`config.mk`:
```
export PLATFORM = sky130hd
export DESIGN_NAME = tone_sequencer
export DESIGN_NICKNAME = d
export VERILOG_FILES = /design/src/rtl/tone_seq_pkg.sv /design/src/rtl/tick_gen.sv /design/src/rtl/tone_sequencer.sv
export SDC_FILE = /design/constraint.sdc
export NUM_CORES = 1
export LEC_CHECK = 0
export BUFFER_PORTS_ARGS = -buffer_cell sky130_fd_sc_hd__buf_4
export CAP_MARGIN = 10
export CORE_MARGIN = 3
export CORE_UTILIZATION = 60
export CTS_CLUSTER_DIAMETER = 120
export DETAILED_ROUTE_END_ITERATION = 16
export PLACE_DENSITY = 0.77
export SYNTH_ARGS = -nofsm -noshare
export SYNTH_HDL_FRONTEND = slang
export SYNTH_SLANG_ARGS = --single-unit
```
`constraint.sdc`:
```
create_clock -name clkin -period 5.5 [get_ports clkin]
set_clock_uncertainty 0.15 [all_clocks]
set_input_delay 0.55 -clock clkin [delete_from_list [all_inputs] [get_ports clkin]]
set_output_delay 0.55 -clock clkin [all_outputs]
set_load 0.01 [all_outputs]
```
`src/rtl/tone_seq_pkg.sv`:
```
// tone_seq_pkg: shared state encoding and field widths for the tone sequencer
package tone_seq_pkg;
  localparam int K_W = 21;
  localparam int DUR_W = 16;
  typedef enum logic [2:0] {
    S_IDLE = 3'd0,
    S_LOAD = 3'd1,
    S_PLAY = 3'd2,
    S_GAP  = 3'd3,
    S_DONE = 3'd4
  } state_t;
endpackage

```
`src/rtl/tick_gen.sv`:
```
// tick_gen: prescaler emitting a one-cycle tick every DIV cycles, with synchronous clear
module tick_gen #(
  parameter int DIV = 10,
  localparam int W = DIV > 1 ? $clog2(DIV) : 1
) (
  input  logic clk,
  input  logic rst,
  input  logic clr,
  output logic tick
);
  logic [W-1:0] cnt_q, cnt_d;
  assign tick = cnt_q == W'(DIV - 1);
  // wrap after each tick; a clear restarts the phase so the next period is whole
  always_comb cnt_d = (clr || tick) ? '0 : cnt_q + W'(1);
  // prescaler register
  always_ff @(posedge clk) cnt_q <= rst ? '0 : cnt_d;
endmodule

```
`src/rtl/tone_sequencer.sv`:
```
// tone_sequencer: plays a table of divisor/duration notes with silent gaps into a clock divider
module tone_sequencer
  import tone_seq_pkg::*;
#(
  parameter int CLK_HZ = 100_000_000,
  parameter int TICK_HZ = 1000,
  parameter int DEPTH = 16,
  parameter int GAP_TICKS = 10,
  localparam int AW = DEPTH > 1 ? $clog2(DEPTH) : 1
) (
  input  logic             clkin,
  input  logic             rst,
  input  logic             wr_en,
  input  logic [AW-1:0]    wr_addr,
  input  logic [K_W-1:0]   wr_k,
  input  logic [DUR_W-1:0] wr_dur,
  input  logic             start,
  input  logic             stop,
  input  logic             loop,
  output logic             busy,
  output logic             done,
  output logic [K_W-1:0]   k_out,
  output logic             div_rstn,
  output logic [AW-1:0]    note_idx
);
  localparam int TICK_DIV = CLK_HZ / TICK_HZ;
  localparam logic [DUR_W-1:0] GAP_LAST = DUR_W'(GAP_TICKS > 0 ? GAP_TICKS - 1 : 0);
  state_t state_q, state_d;
  logic [AW-1:0] idx_q, idx_d;
  logic [K_W-1:0] k_q, k_d;
  logic [DUR_W-1:0] dur_q, dur_d, tcnt_q, tcnt_d;
  logic [K_W+DUR_W-1:0] tbl_q [DEPTH];
  logic [K_W-1:0] rd_k;
  logic [DUR_W-1:0] rd_dur;
  logic tick, clr, play_end, gap_end, adv, last, eos;
  assign {rd_k, rd_dur} = tbl_q[idx_q];
  assign play_end = state_q == S_PLAY && tick && tcnt_q == dur_q - DUR_W'(1);
  assign gap_end = state_q == S_GAP && tick && tcnt_q == GAP_LAST;
  assign adv = GAP_TICKS == 0 ? play_end : gap_end;
  assign last = idx_q == AW'(DEPTH - 1);
  assign eos = (state_q == S_LOAD && rd_dur == '0) || (adv && last);
  assign clr = state_d != state_q;
  tick_gen #(.DIV(TICK_DIV)) u_tick (
    .clk (clkin),
    .rst (rst),
    .clr (clr),
    .tick(tick)
  );
  // note table: written in any state, only read back on LOAD
  always_ff @(posedge clkin) if (wr_en) tbl_q[wr_addr] <= {wr_k, wr_dur};
  // sequencing decisions; stop outranks everything, including a same-cycle note end
  always_comb begin
    state_d = state_q;
    idx_d = idx_q;
    k_d = state_q == S_LOAD ? rd_k : k_q;
    dur_d = state_q == S_LOAD ? rd_dur : dur_q;
    tcnt_d = clr ? '0 : tcnt_q + DUR_W'(tick);
    if (stop && state_q != S_IDLE) state_d = S_IDLE;
    else if (state_q == S_IDLE && start) begin
      state_d = S_LOAD;
      idx_d = '0;
    end else if (eos) begin
      state_d = loop ? S_LOAD : S_DONE;
      idx_d = loop ? '0 : idx_q;
    end else if (adv) begin
      state_d = S_LOAD;
      idx_d = idx_q + AW'(1);
    end else if (state_q == S_LOAD) state_d = S_PLAY;
    else if (play_end) state_d = S_GAP;
    else if (state_q == S_DONE) state_d = S_IDLE;
  end
  // state, note and tick-count registers
  always_ff @(posedge clkin) begin
    if (rst) begin
      state_q <= S_IDLE;
      idx_q <= '0;
      k_q <= '0;
      dur_q <= '0;
      tcnt_q <= '0;
    end else begin
      state_q <= state_d;
      idx_q <= idx_d;
      k_q <= k_d;
      dur_q <= dur_d;
      tcnt_q <= tcnt_d;
    end
  end
  assign busy = state_q != S_IDLE;
  assign done = state_q == S_DONE;
  assign div_rstn = state_q == S_PLAY && k_q != '0;
  assign k_out = k_q;
  assign note_idx = idx_q;
endmodule

```
# --- Yosys cells after proc, flatten, opt, wreduce, memory -nomap -nowiden ---
# Memories as Yosys holds them, arrays and structs flattened. A register that Yosys moved wholly into a read port is not among the register bits.
# Cells that the tools add are included.
totals:
  register_bits: 77
  mem_bits_rw: 592
  inputBits: 47
  out_inout_bits: 28
  word_cells: 57
  mem_count: 1
classes:
  n_addsub: 4
  n_eq_ne: 10
  n_mux: 16
  bitwise_logic: 1
  reduce_logical: 19
memory_table:
  columns: ["memory", "words", "width", "read_ports", "rd_ports_with_merged_regs", "wr", "line_no", "source"]
  rows:
  - ["tbl_q", 16, 37, 1, 1, 1, "tone_sequencer.sv:32", "logic [K_W+DUR_W-1:0] tbl_q [DEPTH];"]
op_table:
  columns: ["cell", "count"]
  rows:
  - ["2-to-1 mux 3 bit", 8]
  - ["2-to-1 mux 4 bit", 6]
  - ["nonzero test 21 bit", 1]
  - ["adder 17 x 1 -> 17 bit (second input constant)", 1]
  - ["== test 17 bit (second input constant)", 1]
  - ["adder 16 x 1 -> 16 bit", 1]
  - ["== test 16 bit", 1]
  - ["== test 16 x 4 -> 1 bit (second input constant)", 1]
  - ["logical NOT 16 bit", 1]
  - ["subtractor 16 x 1 -> 16 bit (second input constant)", 1]
  - ["logical AND 1 bit", 9]
  - ["== test 3 x 2 -> 1 bit (second input constant)", 2]
  - ["nonzero test 3 bit", 2]
  - ["adder 4 x 1 -> 4 bit (second input constant)", 1]
  - ["== test 4 bit (second input constant)", 1]
  - ["OR reduction 2 bit", 2]
  - ["== test 3 x 1 -> 1 bit (second input constant)", 1]
  - ["== test 3 bit (second input constant)", 1]
  - ["logical NOT 3 bit", 1]
  - ["inequality test 3 x 2 -> 1 bit (second input constant)", 1]
  - ["inequality test 3 bit", 1]
  - ["AND reduction 3 bit", 1]
  - ["logical OR 1 bit", 2]
  - ["2-to-1 mux 1 bit", 2]
  - ["NOT 1 bit", 1]

# --- Logic depth before layout (Yosys ltp) ---
logic_depth:
  ltp_word: 12
  ltp_mapped: 15
  mapped_depth_nobuf: 12

# --- Modules after synthesis ---
# From an unflattened synthesis, not the netlist that was laid out.
unflattened:
  cells_unflattened: 1426
  hier_area_um2: 26703.1
modules_own_cells:
  columns: ["module", "n_inst", "cells_each", "area_per_inst_um2", "seq_area_each_um2"]
  rows:
  - ["tone_sequencer", 1, 1338, 25917.4, 19058.3]
  - ["tick_gen", 1, 88, 785.8, 340.3]

# --- Worst setup path before layout ---
# Ideal clock, no wire load.
synth_path:
  kind: "input to register"
  startpoint: "in wr_addr[2]"
  endpoint: "mem tbl_q[0][0] in the netlist's numbering, enable pin"
  setup_ps: 478
  arrival_time_ps: 3603
  t_required_ps: 4872
  slack_ps: 1269
  path_stages: 2
  n_path_buf: 0
  path_cell_list: "or3b_2 > nor3_1"
synth_rtl:
  columns: ["element", "line_no", "source"]
  rows:
  - ["from (decl)", "tone_sequencer.sv:14", "input logic [AW-1:0] wr_addr,"]
  - ["to (decl)", "tone_sequencer.sv:32", null]
# Straight into the memory's write port.

==> impl_metrics.json <==
{
  "status": "finished, final reports clean",
  "port_buffers": 74,
  "core_um2": 43500,
  "cts_tree": "done",
  "async_flop_share": 0,
  "synthTopCellsByArea": "edfxtp_1 67%, mux4_2 14%, dfxtp_1 6.1%",
  "synthCells": 1422,
  "nets": 1569,
  "wl_um": 60000,
  "dp_hpwl_um": 31400,
  "rsz0062_at_grt": "no",
  "layout_worst_path_cycle_share": 0.869,
  "htreeDepth": 3,
  "grt_use_total": 0.261,
  "clk_pin_slew_worst_paths_ns": 0.06,
  "crit_path_max_fanout": 39,
  "grt_max_degree": 59,
  "start_util": 0.613,
  "fp.dieW_um": 217,
  "ys_seq_area_frac": 0.728,
  "synth_nets": 1474,
  "drt_iter0_drc": 1497,
  "dr.pass1.iters": 7,
  "p_per_area_nw_per_um2": 363,
  "multiInputGateArea_um2": 6990,
  "setup_viol": 0,
  "synth_most_common_cell": "edfxtp_1",
  "viasPerCell": 6.56,
  "max-cap-violations": 0,
  "wire_per_inst_um": 27.8,
  "yosys.area.top_type": "edfxtp_1",
  "required_ns": 5.76,
  "fmax_ghz": 0.209,
  "netlist_area_um2": 26700,
  "cts_sinks": 673,
  "gr-total-overflow": 0,
  "worst_ep_arrival_time_ns": 5.04,
  "critPathLaunchType": "register",
  "post-route-drc-count": 0,
  "fin_util": 0.693,
  "synthTopCellsByCount": "592 x edfxtp_1, 160 x mux4_2, 82 x nand2_1",
  "grt_pass1_wl_um": 90400,
  "leakage_nw": 9.41,
  "ios": 75,
  "relSlewSlack": 0.225,
  "via_count": 14200,
  "ir_drop_uv": 323,
  "place.gp.congestion": 0.852,
  "ys_types": 57,
  "fp.dieH_um": 217,
  "cts_root_buf": "clkbuf_16",
  "ant_nets": 0,
  "finalMaxSlewViolations": 0,
  "tns_ns": 0,
  "cts_buffers": 66,
  "clock_latency_ns": 0.59,
  "clockBufferDepth": 3,
  "drive_gt1_frac": 0.272,
  "cts_hold_buf": 0,
  "area_growth_syn_to_layout_pct": 13.0,
  "grt_pass1_vias": 14400,
  "worst-slew-pin-transition_ns": 1.16,
  "synth-edff-count": 592,
  "postCtsResizedCells": 0,
  "synth-main-ff-cell": "edfxtp_1",
  "synth_top_area_frac": 0.667,
  "fillers": 2708,
  "cp-end-kind": "register",
  "synth-seq-cells": 673,
  "postSynthAreaPerCell_um2": 18.7,
  "crit_type": "register to register",
  "period_needed_ns": 4.78,
  "antenna_found_initial": 3,
  "num_rows": 76,
  "seq_area_um2": 19400,
  "post_cts_buffers": 0,
  "synth_warnings": 0,
  "hold_viol": 0,
  "hold_path.class": "input pin to register",
  "dieArea_um2": 47000
}
-- state kept, by name, summed over array words and instances (netlist names), named ones only --
name / cells
note_idx: 4
state_q: 3
tbl_q: 592
u_tick.cnt_q: 17
tcnt_q: 16
k_out: 21
dur_q: 16
-- kinds of logic (layout without fill, tap and decap cells) --
kind of cell / Yosys count / after routing / share of synthesized area
AOI/OAI and AO/OA: 108 / 108 / 0.0260
buffers and inverters: 87 / 235 / 0.0146
xor gates and xnor gates: 45 / 45 / 0.0148
other: 0 / 3 / 0
and+or+nand+nor: 316 / 316 / 0.0688
muxes: 188 / 188 / 0.146
DFF: 673 / 673 / 0.728
adders and majority gates: 5 / 5 / 0.00235
-- power breakdown --
part           leakage, nW  internal, mW  switching [mW]  total (mW)
clock network         1.06          2.61            1.88        4.48
logic                 2.35         0.307           0.409       0.716
registers             6.01          5.67          0.0777        5.75
total                 9.41          8.58            2.37        10.9
-- through the flow --
step / hold slack [ns] / cells / worst slack (ns) / power [mW] / area [um^2]
2_1_floorplan: 0.300 / 1422 / 1.27 / 6.31 / 26700
3_3_place_gp: 0.325 / 2034 / 0.920 / 6.54 / 28000
3_5_place_dp: 0.338 / 2034 / 0.814 / 6.56 / 28000
4_1_cts: 0.0193 / 2155 / 0.744 / 11.0 / 30100
5_1_grt: 0.0402 / 2157 / 0.467 / 11.3 / 30100
6_report: 0.0561 / 2158 / 0.722 / 10.9 / 30100
-- critical path, cell delays in order, from the launching register on --
cell,delay (ns)
dfxtp_4,0.76
nor2b_1,0.83
a221oi_1,0.29
o21ai_0,0.32
nand4_1,0.17
or4_4,0.57
o31ai_1,0.41
a211o_1,0.76
buf_12,0.26
nor4_2,0.07
-- path summary, 6_finish.rpt --
path	from	endpoint	slack [ns]	cells past startpoint
worst min-delay path	stop	state_q[2]	0.06	2
worst max-delay path	register	u_tick.cnt_q[2]	0.72	9
worst min register to register	dur_q[15]	dur_q[15]	0.35	2
worst max register to register	register	u_tick.cnt_q[2]	0.72	9
-- layer usage --
layer / share of wire / vias to the layer above / global-route usage
met5: 0 / - / 0
met4: 0.031 / 0 / 0.0875
met3: 0.076 / 143 / 0.0483
met2: 0.51 / 691 / 0.440
met1: 0.38 / 7332 / 0.352
li1: - / 5994 / -
-- layout by cell type, fill, tap and decap left out, types with 12 or more instances in the layout --
| cell | instances |
|---|---|
| edfxtp_1 | 592 |
| mux4_2 | 160 |
| buf_4 | 102 |
| nand2_1 | 82 |
| dfxtp_1 | 78 |
| clkbuf_16 | 67 |
| nor2_1 | 41 |
| a21oi_1 | 41 |
| nand3_1 | 36 |
| mux2i_1 | 26 |
| nor4_2 | 24 |
| xor2_1 | 24 |
| xnor2_1 | 21 |
| nor3_1 | 17 |
| o21ai_0 | 17 |
| clkbuf_1 | 17 |
| nand4_1 | 15 |
| nor4_1 | 14 |
| clkinv_2 | 13 |
| nor2_4 | 12 |
| a22oi_1 | 12 |
-- final cells by class --
cell class              instances  share of cell area
flip-flops and latches        673               0.644
multi-input cells             662               0.232
clock buffers                  88              0.0596
repair buffers                104              0.0267
well taps                     585              0.0243
clock inverters                33              0.0119
inverters                      10             0.00125
diodes                          3            0.000249
(Power assumes the default switching activity.)
